`src/rtl/instruction_fetch.sv`:
```
// Program-execution front end: fetches words from a synchronous instruction memory and hands
// them one at a time to the core via a start/busy handshake. Define FETCH_WATCHDOG_EN for the handshake watchdog.
module instruction_fetch #(
  parameter int INSTRUCTION_WIDTH = 32,
  parameter int ADDR_WIDTH        = 8,
  parameter int START_ADDR        = 0,
  parameter logic [INSTRUCTION_WIDTH-1:0] HALT_WORD = '0,
  parameter int WATCHDOG_CYCLES   = 1024
) (
  input  logic                         clk,
  input  logic                         reset,
  input  logic                         run,
  input  logic                         stop,
  output logic                         imem_rdEn,
  output logic [ADDR_WIDTH-1:0]        imem_addr,
  input  logic [INSTRUCTION_WIDTH-1:0] imem_data,
  output logic [INSTRUCTION_WIDTH-1:0] instructionOut,
  output logic                         start,
  input  logic                         coreBusy,
  output logic [ADDR_WIDTH-1:0]        pc,
  output logic [15:0]                  retired,
  output logic                         active,
  output logic                         halted,
  output logic                         error
);

  typedef enum logic [2:0] {
    IDLE,
    FETCH,
    WAIT_MEM,
    ISSUE,
    WAIT_ACCEPT,
    WAIT_DONE,
    HALT
  } state_t;

  localparam logic [ADDR_WIDTH-1:0] START_PC = ADDR_WIDTH'(START_ADDR);

  state_t                         state, state_next;
  logic [ADDR_WIDTH-1:0]          pc_q;
  logic [15:0]                    retired_q;
  logic [INSTRUCTION_WIDTH-1:0]   instr_q;
  logic                           stop_pending;
  logic                           load_run, capture, retire, advance_pc;
  logic                           wdog_trip;
  logic                           stop_seen;

  assign stop_seen = stop | stop_pending;

  always_comb begin
    state_next = state;
    load_run   = 1'b0;
    capture    = 1'b0;
    retire     = 1'b0;
    advance_pc = 1'b0;
    case (state)
      IDLE, HALT: begin
        if (run) begin
          load_run   = 1'b1;
          state_next = FETCH;
        end
      end
      FETCH:    state_next = WAIT_MEM;
      WAIT_MEM: begin
        capture    = 1'b1;
        state_next = (imem_data == HALT_WORD) ? HALT : ISSUE;
      end
      ISSUE:    state_next = WAIT_ACCEPT;
      WAIT_ACCEPT: begin
        if (coreBusy) state_next = WAIT_DONE;
      end
      WAIT_DONE: begin
        if (!coreBusy) begin
          retire = 1'b1;
          // The last address is the final executable word, so it halts instead of wrapping.
          if (stop_seen || (&pc_q)) begin
            state_next = HALT;
          end else begin
            advance_pc = 1'b1;
            state_next = FETCH;
          end
        end
      end
      default:  state_next = IDLE;
    endcase
    if (wdog_trip) begin
      state_next = HALT;
      retire     = 1'b0;
      advance_pc = 1'b0;
    end
  end

  always_ff @(posedge clk) begin
    if (reset) begin
      state        <= IDLE;
      pc_q         <= START_PC;
      retired_q    <= '0;
      instr_q      <= '0;
      stop_pending <= 1'b0;
    end else begin
      state <= state_next;
      if (load_run) begin
        pc_q         <= START_PC;
        retired_q    <= '0;
        stop_pending <= 1'b0;
      end else begin
        if (advance_pc) pc_q <= pc_q + 1'b1;
        if (retire && (retired_q != 16'hFFFF)) retired_q <= retired_q + 16'd1;
        if (stop && (state != IDLE) && (state != HALT)) stop_pending <= 1'b1;
      end
      if (capture) instr_q <= imem_data;
    end
  end

`ifdef FETCH_WATCHDOG_EN
  localparam int WDOG_W = $clog2(WATCHDOG_CYCLES + 1);

  logic [WDOG_W-1:0] wdog_q;
  logic              error_q;
  logic              in_wait;
  logic              wait_holds;

  assign in_wait    = (state == WAIT_ACCEPT) || (state == WAIT_DONE);
  assign wait_holds = ((state == WAIT_ACCEPT) && !coreBusy) || ((state == WAIT_DONE) && coreBusy);
  // The counter already holds WATCHDOG_CYCLES-1 on the last permitted wait cycle.
  assign wdog_trip  = wait_holds && (wdog_q == WDOG_W'(WATCHDOG_CYCLES - 1));

  always_ff @(posedge clk) begin
    if (reset) begin
      wdog_q  <= '0;
      error_q <= 1'b0;
    end else begin
      if ((state_next != state) &&
          ((state_next == WAIT_ACCEPT) || (state_next == WAIT_DONE))) begin
        wdog_q <= '0;
      end else if (in_wait) begin
        wdog_q <= wdog_q + 1'b1;
      end
      if (load_run) begin
        error_q <= 1'b0;
      end else if (wdog_trip) begin
        error_q <= 1'b1;
      end
    end
  end

  assign error = error_q;
`else
  assign wdog_trip = 1'b0;
  assign error     = 1'b0;
`endif

  assign imem_rdEn      = (state == FETCH) && !reset;
  assign imem_addr      = pc_q;
  assign start          = (state == ISSUE) && !reset;
  assign instructionOut = instr_q;
  assign pc             = pc_q;
  assign retired        = retired_q;
  assign active         = (state != IDLE) && (state != HALT);
  assign halted         = (state == HALT);

endmodule
```
`config.mk`:
```
export PLATFORM = sky130hd
export DESIGN_NAME = instruction_fetch
export DESIGN_NICKNAME = d
export VERILOG_FILES = /design/src/rtl/instruction_fetch.sv
export SDC_FILE = /design/constraint.sdc
export NUM_CORES = 1
export LEC_CHECK = 0
export CELL_PAD_IN_SITES_DETAIL_PLACEMENT = 1
export CELL_PAD_IN_SITES_GLOBAL_PLACEMENT = 1
export CORE_MARGIN = 2
export CORE_UTILIZATION = 40
export CTS_CLUSTER_SIZE = 14
export DETAILED_ROUTE_END_ITERATION = 16
export DONT_BUFFER_PORTS = 1
export GPL_TIMING_DRIVEN = 0
export PLACE_DENSITY_LB_ADDON = 0.1
export SYNTH_ARGS = -nofsm -noshare
export SYNTH_HDL_FRONTEND = slang
export SYNTH_SLANG_ARGS = --single-unit
```
`constraint.sdc`:
```
create_clock -name clk -period 1.7 [get_ports clk]
set_clock_uncertainty 0.05 [all_clocks]
set_input_delay 0.255 -clock clk [delete_from_list [all_inputs] [get_ports clk]]
set_output_delay 0.255 -clock clk [all_outputs]
set_load 0.02 [all_outputs]
```
* Yosys cells after proc, flatten, opt, wreduce, memory -nomap -nowiden *
Index checks and enable logic that the tools add are counted.
Widths: inputs -> output; s select.

storage, ports and cells
  flip-flop bits (word level) = 60
  output and inout port bits = 69
  word-level logic and storage cells = 48

cells by class
  reductions and logical operators = 15
  equal/unequal tests = 11
  $add $sub $neg = 2
  multiplexer cells = 14
  bitwise logic cells = 1

operators by type and width
  kind                   number
  $logic_not 32->1       1
  $pmux 3 s6             1
  $add 16x1->16 const B  1
  $ne 16x16->1 const B   1
  $mux 3                 5
  $eq 3x3->1 const B     3
  $add 8x1->8 const B    1
  $mux 1                 8
  $reduce_and 8->1       1
  $eq 3x2->1 const B     2
  $logic_and 1x1->1      6
  $ne 2x2->1 const B     3
  $reduce_or 2->1        2
  $eq 3x1->1 const B     1
  $logic_not 3->1        1
  $ne 3x3->1 const B     1
  $reduce_and 3->1       1
  $reduce_bool 3->1      1
  $logic_not 1->1        1
  $logic_or 1x1->1       1
  $or 1x1->1             1

* Longest topological paths before layout *
  depth after elaboration = 5
  depth in mapped cells = 7
  gate-level depth less buffers = 5

* Least setup slack after synthesis *
No wires, ideal clock.

  path kind = flip-flop to flip-flop
  start = register retired_q[9] (netlist: retired[9])
  end = register retired_q[3] (netlist: retired[3])
  arrival time = 1.667 ns
  setup slack = -0.150 ns
  stages on the path, launching flop included = 5
  buffers on the path = 0
  library setup time = 0.132 ns
  cells stage by stage = dfxtp_1 nand4_2 nor4_1 or4_2 a21oi_1

between the ends
  longest elaborated chain between the ends = 2

ends and longest elaborated chain
  what                      RTL line  source
  start: declaration        41        logic [15:0] retired_q;
  start signal: assignment  108       if (retire && (retired_q != 16'hFFFF)) retired_q <= retired_q + 16'd1;
  $ne 16x16->1              108
  $logic_and 1x1->1         108

Every way passes these cells.
A chain may end at the register's enable or synchronous reset.

* Worst setup path in the final report *
  start = register state[2]
  end = register retired_q[11] (netlist: retired[11])

between the ends
  longest elaborated chain between the ends = 4

ends and longest elaborated chain
  what                                           RTL line  source
  start: declaration                             39        state_t state, state_next;
  start signal: assignment                       101       state <= state_next;
  $eq 3x3->1 or $logic_not 3->1 (tied branches)  56        case (state)
  $reduce_or 2->1                                56
  $mux 1                                         56
  $reduce_or 2->1 (no line)                      n/a

Parallel ways exist; a longest one is shown, timed or not.

==> impl_results.md <==
- Static Leak: ~1.4 nW
- Post-route antenna net violation count: 0
- Net Sw Frac: 0.362
- Mapped Nets: 389
- Sequential share of power: 0.412
- Max incr delay on CP: 0.55 ns
- P&R area growth vs syn: 40.9%
- Clk buf depth: 2
- Drt first pass iters: 4
- Setup TNS Final: -0.297 ns
- Crit-path max FO: 5
- Die ar.: ~7700 um^2
- WP data arrival: roughly 2 ns
- Core area: a little under 7000 um^2
- DR vias/cell: 5.56
- Final Power: 4.77 mW
- Layout cell share with drive strength beyond 1: 0.281
- Required @ worst endpoint: slightly below 2 ns
- Largest net degree at the start of global routing: 13
- Post-synth EDFFs: 0
- Fmax: 558 MHz
- Minimum setup slack in the final design: -0.0931 ns
- Internal: just over 3 mW
- Most frequent cells in the layout: 76 x nand2_1, 50 x a21oi_1, 37 x dfxtp_1
- CTS tree: yes
- Syn_area_per_cell: 8.02 um^2
- Yosys top cell area share: 0.428
- I/O pin cnt: 106
- First-pass GRT wire length: 13,900 um
- Cell mode on critical path: buf_6
- Critical Path, Cell by Cell: and4bb_1 -> buf_6 -> nand3_4 -> buf_6 -> or4_1 -> a21oi_2
- Seq cells post-synth: 60
- Gate Count Post-Synth: 350
- Final setup viols: 10
- RSZ-0062 raised after global routing: yes
- Psw: 1.73 mW
- Fillcell total: 796
- Post-synthesis sequential area ratio: 0.428
- Die Y: 87.8 um
- Port bufs: 0
- Fin crit period: between 1.5 and 2 ns
- WL final: 9120 um
- Placed Instances: 446
- Slew @ Worst Pin: 0.579 ns
- Outcome: finished with violations
- Final period utilization: 1.05
- Synth cell types: 48
- Gr ovfl total: 0
- Clk slew on worst S/H paths: ~0.080 ns
- Crit-path slowest cell: or4_1
- Finished Layout Cells: 509
- Final instance area: 3950 um^2
- Die X-Extent: 87.8 um
- Power density over the cells: between 1000 and 1500 nW/um^2
- Critical path endpoint category: flop
- H-tree depth: 3
- Clock network fraction of total power: 0.337
- Initial Utilization: 0.413
- Vias in the first global route: 2,910
- Diodes inserted: 0
- IR drop worst, VDD: approximately 0.00075 V
- Final Hold Fails: 0
- Routability congestion estimate: between 0.7 and 0.8
- Failing checks: setup timing
- DP Wirelength: 5570 um
- Row count: 30
- Async S/R FF share, synth: 0
- Number of max-cap violations: 0
- Mapped Area: 2810 um^2
- Vias: roughly 2,800
- Relative slew slack: 0.614
- CTS buffer count: 9
- Iteration-0 DRC count of the detailed router: 56
- Total GRT Usage: 0.232
- Initial antenna violation count: 0
- Wire per inst: 17.9 um
- Dpl cell area: 2950 um^2
- Clk sink count: 60
- Comb pwr share: 0.250
- Commonest non-fill, non-tap cell in the layout: nand2_1
- CP Class: flop to flop
- Clk_lat worst skew: roughly 0.34 ns
- Cell taking the most area after synthesis: dfxtp_1
- Crit start category: flop
- Max-slew violations: 0
- Fin util: 0.582
- Synth warn: 0
- Nets: between 400 and 500
- Ys flop type: dfxtp_1
- # DRC: 0
- Clock Tree Root: clkbuf_8
- Largest cells by area after synthesis: dfxtp_1 43%, nand2_1 10%, a21oi_1 10%
- Worst hold path type: input port to flop
## layer usage
| layer | vias up | GRT usage | share of wire |
|---|---|---|---|
| li1 | 1368 | - | - |
| met1 | 1350 | 0.267 | 0.41 |
| met2 | 91 | 0.401 | 0.51 |
| met3 | 19 | 0.0650 | 0.066 |
| met4 | 0 | 0.101 | 0.023 |
| met5 | - | 0 | 0 |
## worst paths after layout
path	start	to	slack [ns]	depth (start not counted)
hold reg to reg	stop_pending$_SDFFE_PP0P_	stop_pending$_SDFFE_PP0P_	0.43	2
setup / recovery	state[2]$_SDFFE_PP0P_	retired[11]$_SDFFE_PP0P_	-0.09	6
setup reg to reg	state[2]$_SDFFE_PP0P_	retired[11]$_SDFFE_PP0P_	-0.09	6
hold / removal	imem_data[15]	instructionOut[15]$_SDFFE_PP0P_	0.02	2
## synth_stat cells (3+ instances only)
cell type,number
a21oi_1,56
and4_1,3
buf_4,10
buf_6,3
clkbuf_1,14
dfxtp_1,60
inv_1,4
mux2i_1,4
nand2_1,78
nand3_1,13
nand3b_1,3
nand4_1,6
nor2_1,15
nor3_1,3
nor4_1,11
o21ai_0,8
o31ai_1,9
or3_1,5
or4_1,6
## timing repair
| item | 4_1_cts | 5_1_grt |
|---|---|---|
| setup endpoints to repair | 60 | 62 |
| resized for setup | 47 | 48 |
| setup buffers | 14 | 1 |
| gates cloned | 1 | 0 |
| pin swaps | 18 | 12 |
| hold buffers | 32 | 0 |
| endpoints found under the hold margin | 32 | 0 |
## kinds of logic after synthesis
group	Yosys count	share of synthesized area
adder cells (fa/ha/maj)	2	0.00892
other	1	0.00134
flip-flops	60	0.428
AND/OR/NAND/NOR	160	0.290
buffers and inverters	32	0.0642
AO/OA/AOI/OAI	87	0.181
XOR/XNOR	4	0.0125
multiplexers	4	0.0143
## critical path: cells and delay by family (launching register included)
family	cells	cell delay, ns
and+or+nand+nor	3	0.86
DFF	1	0.40
buffers and inverters	2	0.27
AOI/OAI and AO/OA	1	0.14
## power groups by stage
stage	clock, mW	sequential [mW]	combinational (mW)
after CTS	1.64	1.97	1.12
after detailed placement	0	1.99	0.991
after global placement	0	1.99	0.968
after global routing	1.71	2.00	1.34
final	1.61	1.97	1.19
after floorplan	0	1.94	0.784
## through the flow
step	setup slack (ns)	hold slack, ns
floorplan	-0.00191	0.341
global placement	-0.322	0.343
detailed placement	-0.364	0.349
CTS	-0.0659	0.00647
global route	-0.125	0.0180
finish	-0.0931	0.0235
## flip-flops by register name (all words and copies together) (netlist names)
register,cells
stop_pending,1
instructionOut,32
retired,16
state,3
imem_addr,8
## layout make-up
class / count / area, um^2 / share of cell area
Clock buffer: 9 / 124 / 0.0313
Clock inverter: 7 / 124 / 0.0313
Tap cell: 96 / 120 / 0.0304
Multi-Input combinational cell: 258 / 1680 / 0.425
Timing Repair Buffer: 48 / 464 / 0.117
Inverter: 5 / 20.0 / 0.00506
Sequential cell: 60 / 1250 / 0.317
Buffer: 26 / 165 / 0.0418
No activity file was read; power rests on OpenSTA's default activity.
